--- src/rtl/div_pkg.sv ---
// Shared CPU arithmetic-unit constants.
//   CPU_WIDTH      : default datapath width for the multi-cycle units
//   DIV_*          : divider FSM state encodings
//   MULT_*         : multiplier FSM state encodings and latency
// The divider and multiplier present identical busy/done handshakes, so the
// pipeline stall logic can treat either unit the same way.
package div_pkg;

   localparam int CPU_WIDTH = 32;

   // Divider FSM
   localparam logic [1:0] DIV_IDLE = 2'd0;
   localparam logic [1:0] DIV_RUN  = 2'd1;
   localparam logic [1:0] DIV_FIX  = 2'd2;

   // Multiplier FSM (kept here so both units share one encoding scheme)
   localparam logic [1:0] MULT_IDLE = 2'd0;
   localparam logic [1:0] MULT_RUN  = 2'd1;
   localparam logic [1:0] MULT_DONE = 2'd2;
   localparam int         MULT_CYCLES = 4;

endpackage

--- src/rtl/div_step.sv ---
// One restoring division iteration (purely combinational).
//   rem      : current partial remainder (WIDTH+1 bits)
//   dvd_bit  : next dividend bit, shifted in at the LSB
//   divisor  : divisor magnitude
//   rem_next : partial remainder after shift/compare/subtract
//   q_bit    : quotient bit produced by this iteration
module div_step #(
   parameter int WIDTH = 32
) (
   input  logic [WIDTH:0]   rem,
   input  logic             dvd_bit,
   input  logic [WIDTH-1:0] divisor,
   output logic [WIDTH:0]   rem_next,
   output logic             q_bit
);

   // Two guard bits so the shifted remainder never overflows the compare.
   logic [WIDTH+1:0] shifted;
   logic [WIDTH+1:0] divisor_ext;

   assign shifted     = {rem, dvd_bit};
   assign divisor_ext = {2'b00, divisor};
   assign q_bit       = (shifted >= divisor_ext);
   assign rem_next    = q_bit ? (WIDTH+1)'(shifted - divisor_ext)
                              : (WIDTH+1)'(shifted);

endmodule

--- src/rtl/div.sv ---
// Multi-cycle signed/unsigned integer divider (restoring, one bit per cycle).
//   clk   : clock, all state changes on rising edge
//   reset : synchronous active-high reset
//   start : request a divide (sampled only while idle)
//   sign  : 1 = signed, 0 = unsigned; captured with start
//   a, b  : dividend, divisor; captured with start
//   q, r  : registered quotient / remainder, held between done pulses
//   busy  : high while a divide is in progress
//   done  : one-cycle pulse when q/r/dz update
//   dz    : divide-by-zero flag, updated with q/r
module div
   import div_pkg::*;
#(
   parameter int WIDTH = CPU_WIDTH
) (
   input  logic             clk,
   input  logic             reset,
   input  logic             start,
   input  logic             sign,
   input  logic [WIDTH-1:0] a,
   input  logic [WIDTH-1:0] b,
   output logic [WIDTH-1:0] q,
   output logic [WIDTH-1:0] r,
   output logic             busy,
   output logic             done,
   output logic             dz
);

   localparam logic [5:0] LAST_ITER = 6'(WIDTH - 1);

   logic [1:0]       state_reg;
   logic [5:0]       cnt_reg;
   logic [WIDTH:0]   rem_reg;
   logic [WIDTH-1:0] quo_reg;    // dividend bits shift out MSB, quotient bits shift in LSB
   logic [WIDTH-1:0] dvsr_reg;
   logic             q_neg_reg;
   logic             r_neg_reg;
   logic             dz_reg;

   logic [WIDTH-1:0] a_mag;
   logic [WIDTH-1:0] b_mag;
   logic [WIDTH:0]   rem_next;
   logic             q_bit;

   // Magnitudes; the most negative value maps onto itself, which is the
   // correct unsigned magnitude.
   assign a_mag = (sign && a[WIDTH-1]) ? -a : a;
   assign b_mag = (sign && b[WIDTH-1]) ? -b : b;

   div_step #(.WIDTH(WIDTH)) u_step (
      .rem      (rem_reg),
      .dvd_bit  (quo_reg[WIDTH-1]),
      .divisor  (dvsr_reg),
      .rem_next (rem_next),
      .q_bit    (q_bit)
   );

   always_ff @(posedge clk) begin
      if (reset) begin
         state_reg <= DIV_IDLE;
         cnt_reg   <= '0;
         rem_reg   <= '0;
         quo_reg   <= '0;
         dvsr_reg  <= '0;
         q_neg_reg <= 1'b0;
         r_neg_reg <= 1'b0;
         dz_reg    <= 1'b0;
         q         <= '0;
         r         <= '0;
         busy      <= 1'b0;
         done      <= 1'b0;
         dz        <= 1'b0;
      end else begin
         done <= 1'b0;
         case (state_reg)
            DIV_IDLE: begin
               if (start) begin
                  quo_reg   <= a_mag;
                  dvsr_reg  <= b_mag;
                  rem_reg   <= '0;
                  q_neg_reg <= sign && (a[WIDTH-1] ^ b[WIDTH-1]);
                  r_neg_reg <= sign && a[WIDTH-1];
                  dz_reg    <= (b == '0);
                  cnt_reg   <= '0;
                  busy      <= 1'b1;
                  state_reg <= DIV_RUN;
               end
            end
            DIV_RUN: begin
               rem_reg <= rem_next;
               quo_reg <= {quo_reg[WIDTH-2:0], q_bit};
               cnt_reg <= cnt_reg + 6'd1;
               if (cnt_reg == LAST_ITER)
                  state_reg <= DIV_FIX;
            end
            DIV_FIX: begin
               // With b==0 the iterations leave rem = |a| and every quotient
               // bit set, so only q needs forcing; the remainder sign fix
               // restores the original a.
               if (dz_reg)
                  q <= '1;
               else
                  q <= q_neg_reg ? -quo_reg : quo_reg;
               r         <= r_neg_reg ? -rem_reg[WIDTH-1:0] : rem_reg[WIDTH-1:0];
               dz        <= dz_reg;
               done      <= 1'b1;
               busy      <= 1'b0;
               state_reg <= DIV_IDLE;
            end
            default: state_reg <= DIV_IDLE;
         endcase
      end
   end

endmodule

--- config.mk ---
export PLATFORM = sky130hd
export DESIGN_NAME = div
export DESIGN_NICKNAME = d
export VERILOG_FILES = /design/src/rtl/div_pkg.sv /design/src/rtl/div_step.sv /design/src/rtl/div.sv
export SDC_FILE = /design/constraint.sdc
export NUM_CORES = 1
export LEC_CHECK = 0
export CORE_ASPECT_RATIO = 1.4
export CORE_MARGIN = 2
export CORE_UTILIZATION = 24
export CTS_CLUSTER_SIZE = 10
export DETAILED_ROUTE_END_ITERATION = 8
export SYNTH_ARGS = -nofsm -noshare
export SYNTH_HDL_FRONTEND = slang
export SYNTH_HIERARCHICAL = 1
export SYNTH_SLANG_ARGS = --single-unit
export TNS_END_PERCENT = 1
--- constraint.sdc ---
create_clock -name clk -period 3.3 [get_ports clk]
set_input_delay 0.495 -clock clk [delete_from_list [all_inputs] [get_ports clk]]
set_output_delay 0.495 -clock clk [all_outputs]
set_load 0.005 [all_outputs]
# ---- Word-level counts from Yosys, hierarchy flattened
# Cells that the tools add are included.
dict set report word_totals {
  out_inout_bits 67
  word_cells 55
  register_bits 175
  inputBits 68
}
dict set report classes {
  addsub 6
  muxes 18
  reduce_logical 11
  eq_ne 5
  n_lt_le_gt_ge 1
  bitwise 1
}
# cell count
set op_table {}
lappend op_table {{$mux W32} 6}
lappend op_table {{$neg A32 Y32} 4}
lappend op_table {{$mux W33} 2}
lappend op_table {{$pmux W33 S2} 1}
lappend op_table {{$pmux W32 S2} 1}
lappend op_table {{$ge A34 B32 Y1} 1}
lappend op_table {{$sub A33 B32 Y33} 1}
lappend op_table {{$logic_not A32 Y1} 1}
lappend op_table {{$pmux W6 S2} 1}
lappend op_table {{$reduce_and A2 Y1} 4}
lappend op_table {{$add A6 B1 Y6 const B} 1}
lappend op_table {{$eq A6 B5 Y1 const B} 1}
lappend op_table {{$mux W6} 1}
lappend op_table {{$mux W2} 2}
lappend op_table {{$ne A2 B2 Y1 const B} 2}
lappend op_table {{$pmux W2 S2} 1}
lappend op_table {{$reduce_bool A2 Y1} 2}
lappend op_table {{$logic_and A1 B1 Y1} 3}
lappend op_table {{$eq A2 B1 Y1 const B} 1}
lappend op_table {{$eq A2 B2 Y1 const B} 1}
lappend op_table {{$logic_not A2 Y1} 1}
lappend op_table {{$mux W1} 2}
lappend op_table {{$pmux W1 S2} 1}
lappend op_table {{$xor A1 B1 Y1} 1}

# ---- Logic depth before layout (Yosys ltp)
dict set report depth {
  ltp_word 4
  mapped_depth 15
  mapped_depth_nobuf 14
}

# ---- Modules after synthesis
# Netlist, hierarchy kept.
# mod cells_per_inst area_per_inst_um2 n_inst seq_area_each_um2
set modules_own_cells {}
lappend modules_own_cells {div 1050 8936.1 1 3503.4}
lappend modules_own_cells {div_step 346 2190.9 1 0.0}

# ---- Worst setup path before layout
# No wires, ideal clock.
dict set report synth_path {
  kind {register -> register}
  start {reg quo_reg[31]}
  end {reg rem_reg[32]}
  setup_time_ns 0.117
  synth_period_minus_slack_ns 2.963
  stages_incl_launch_ff 14
  n_path_buf 0
  slack_ns 0.337
  required_ns 3.183
  arrival_time_ns 2.847
  path_cell_list {dfxtp_1 inv_1 ha_1 inv_1 fa_1 a211oi_2 o211a_1 nor2_1 a21o_1 a311o_1 a311oi_2 o21ai_1 mux2_1 a22o_1}
}
dict set report synth_via {
  elab_chain_len 3
  elab_cells_between_ends 4
  cone_classes {1 x add/sub; 1 x order compare; 2 x mux}
}
# item line
set synth_rtl {}
lappend synth_rtl {{from (decl)} div.sv:34} ;# logic [WIDTH-1:0] quo_reg;
lappend synth_rtl {{from (signal assigned)} div.sv:78} ;# quo_reg <= a_mag;
lappend synth_rtl {{from (signal assigned)} div.sv:91} ;# quo_reg <= {quo_reg[WIDTH-2:0], q_bit};
lappend synth_rtl {{$sub A33 B32 Y33 or $ge A34 B32 Y1 (tied branches)} {div_step.sv:24, div_step.sv:23}}
lappend synth_rtl {{$mux W33 (*)} div_step.sv:24} ;# assign rem_next = q_bit ? (WIDTH+1)'(shifted - divisor_ext)
lappend synth_rtl {{via rem_next[32]} div.sv:42} ;# logic [WIDTH:0] rem_next;
lappend synth_rtl {{$pmux W33 S2 (*)} div.sv:75} ;# case (state_reg)
lappend synth_rtl {{to (signal assigned)} div.sv:90} ;# rem_reg <= rem_next;
lappend synth_rtl {{to (decl)} div.sv:33} ;# logic [WIDTH:0] rem_reg;
# Mark *: on every way through the listed nets, which the timed path passes. The rest lies on a longest branch.
# A chain may end at the register's enable or synchronous reset.

# ---- Worst setup path in the final report
# Ends and elaborated chain as after synthesis.

==> metrics <==
result of the run=finished clean; DRC errors left=0; actual slew at the worst max-slew pin=1.145 ns; highest clock rate=315.4 MHz; R2R Path Start=quo_reg[31]$_SDFFE_PP0P_; pin count of the biggest net entering global routing=104; Final Max Slew Viols=0; destination of the worst register-to-register timing path=rem_reg[32]$_SDFFE_PP0P_; placer's final routability congestion estimate=0.9076; DIE AREA=48120 um^2; capturing element type of the critical path=flip-flop; grt ovf=0; Design Area, Final=13930 um^2; relative area change from synthesis to final layout=25.22%; Commonest cells post-synth=sky130_fd_sc_hd__dfxtp_1 (175), sky130_fd_sc_hd__nor2_1 (163), sky130_fd_sc_hd__nand2_1 (96); TritonCTS Sinks=175; WHS=0.4345 ns; sort of element at the start of the critical path=flip-flop; Max clock buf depth=2; Setup Crit Path Kind=flip-flop to flip-flop; TritonCTS clock tree=built; Cell Area, Placed=13320 um^2; wire length of the first global-routing pass=56.35 mm; total routing resource utilization after global routing=14.92%; R2R setup slack=0.13 ns; ratio of final minimum period to clock period=96.08%; Routed wire per std cell=17.04 um; Post-Route Setup TNS=0 ns; Worst Reg2Reg Path Length in Cells=13; routed wire length=36.51 mm; number of hold buffers added after CTS=0; Clk Latency, worst-skew pair=0.45 ns; most frequent cell after synthesis=sky130_fd_sc_hd__dfxtp_1; async set-or-reset flop fraction in the synthesized netlist=0%; Hold Startpoint=reset; Clk pin slew, worst setup/hold paths=0.08 ns; core area=45850 um^2; dominant synthesized flop cell=sky130_fd_sc_hd__dfxtp_1; number of search-and-repair iterations in the first detailed-routing pass=5; Critical path origin=quo_reg[31]$_SDFFE_PP0P_; fraction of final layout cells sized beyond drive strength 1=7.814%; standard-cell row count=93; Vias=10890; power per cell area=775.9 nW/um^2; initial antenna violation count=10; Starting DRT DRC Count=741; I/O pin total=135; reported max-cap violation count=0; deepest level of the CTS H-tree=4; Gates resized, CTS repair=0; Final setup viols=0; distinct cell type count after synthesis=74; worst endpoint required time=3.65 ns; number of instances in the synthesized netlist=1396; total nets after synthesis=1502; number of I/O port buffers=134; total clock buffers created by CTS=17; Initial Utilization=24.27%; die extent in x=186.0 um; capture point of the critical path=rem_reg[32]$_SDFFE_PP0P_; vias in the first global route=10283; post-layout minimum cycle time=3.171 ns; clock skew=0.01219 ns; CP arrival=3.52 ns; relative slew slack=23.35%; max FFs per register=33; die span in y=258.8 um; Synth area leaders=sky130_fd_sc_hd__dfxtp_1 (31%), sky130_fd_sc_hd__xor2_1 (6.1%), sky130_fd_sc_hd__nor2_1 (5.5%), sky130_fd_sc_hd__ha_1 (4.2%), sky130_fd_sc_hd__a21oi_1 (4.0%); Static Leak=0.005046 uW; share of synthesized area occupied by flip-flops and latches=31.49%; number of synthesized flops with an enable pin=0; highest fanout seen on the critical path=4; Post-layout nets=1616; most area-hungry cell type in the Yosys netlist=sky130_fd_sc_hd__dfxtp_1; number of failing hold endpoints at the final stage=0; area fraction of the dominant cell type after synthesis=31.49%; RSZ-0062 raised after global routing=false; number of nets with antenna violations after routing=0; total half-perimeter wirelength after legalization and detailed placement=27.97 mm; Post-Synthesis Mean Instance Area=7.971 um^2; average vias per placed instance=5.082; root buffer selected by CTS=sky130_fd_sc_hd__clkbuf_16; count of state elements after synthesis=175; Netlist Area Pre-Place=11130 um^2; Setup Buffers After CTS=0; Worst VDD drop=389.9 uV; Worst Hold Class=input pin to flip-flop; number of warnings issued by yosys=6
## layout by cell type, fill, tap and decap left out, drive strengths merged, types with 6 or more instances in the layout
| master | n |
|---|---|
| a211oi | 54 |
| a21o | 10 |
| a21oi | 90 |
| a222oi | 9 |
| a22o | 35 |
| a22oi | 21 |
| a311oi | 10 |
| a31oi | 16 |
| and2 | 8 |
| and3 | 8 |
| buf | 52 |
| clkbuf | 18 |
| clkdlybuf4s50 | 133 |
| dfxtp | 175 |
| ha | 37 |
| inv | 64 |
| mux2i | 11 |
| nand2 | 96 |
| nand2b | 20 |
| nand3 | 31 |
| nand3b | 7 |
| nand4 | 10 |
| nor2 | 163 |
| nor2b | 8 |
| nor3 | 30 |
| nor4 | 30 |
| o211ai | 8 |
| o21ai | 60 |
| o22ai | 31 |
| o31ai | 26 |
| o41ai | 26 |
| or2 | 6 |
| or3 | 15 |
| or4 | 12 |
| xnor2 | 47 |
| xor2 | 78 |
## cells by family (layout without fill, tap and decap cells)
logic type,count (synthesis),after routing,share of synthesized area [%]
DFF,175,175,31.49
AOI/OAI and AO/OA,430,430,27.36
buffers and inverters,149,276,5.206
muxes,16,16,1.496
adders and majority gates,38,38,4.340
xor gates and xnor gates,125,125,9.839
other,0,3,0
and+or+nand+nor,463,463,20.27
## power breakdown
part | internal, uW | total [uW] | switching (uW)
clock network | 1140 | 2110 | 966
registers | 2320 | 2600 | 279
logic | 2480 | 6100 | 3620
## final cells by class
type,instances,area (um^2)
clock inverter,14,176.4
fill,5004,31910
inverter,59,221.5
tap,617,772.0
antenna,3,7.507
timing repair buffer,185,1759
multi-input combinational,1072,7064
sequential,175,3503
clock buffer,18,429.2
## per-stage QoR
stage,worst slack (ns),std cells,power (uW),utilization [%]
global route,0.01713,2141,11590,30.38
global placement,0.1255,2108,8570,29.05
detailed placement,0.1150,2108,8679,29.05
floorplan,0.3367,1396,7101,-
finish,0.1292,2143,10810,30.39
CTS,0.09182,2140,10820,30.38
## critical path, stage by stage, from the launching register on
cell                       delay (ns)
sky130_fd_sc_hd__dfxtp_1         0.32
sky130_fd_sc_hd__inv_1           0.06
sky130_fd_sc_hd__ha_1            0.15
sky130_fd_sc_hd__inv_1           0.06
sky130_fd_sc_hd__fa_1            0.43
sky130_fd_sc_hd__a211oi_2        0.24
sky130_fd_sc_hd__o211a_1         0.22
sky130_fd_sc_hd__nor2_1          0.09
sky130_fd_sc_hd__a21o_1          0.17
sky130_fd_sc_hd__a311o_1         0.36
sky130_fd_sc_hd__a311oi_2        0.33
sky130_fd_sc_hd__o21ai_1         0.12
sky130_fd_sc_hd__mux2_1          0.32
sky130_fd_sc_hd__a22o_1          0.20
## routing by layer
layer  GRT usage, %  up-vias  part of all wire (%)
met5              0        -                  0.24
met4          5.118       14                   2.7
met3          3.359       67                   5.0
met2          26.73      260                    51
met1          17.26     5152                    41
li1               -     5397                     -
## worst min path at each step
stage	endpoint	depth (start not counted)	slack, ns
2_1_floorplan	dvsr_reg[0]$_SDFFE_PP0P_	2	0.44
3_3_place_gp	r[12]$_SDFFE_PP0P_	2	0.44
3_5_place_dp	r[13]$_SDFFE_PP0P_	2	0.45
4_1_cts	busy$_SDFFE_PP0P_	2	0.43
5_1_grt	busy$_SDFFE_PP0P_	2	0.46
6_report	busy$_SDFFE_PP0P_	2	0.43
(Power assumes the default switching activity.)
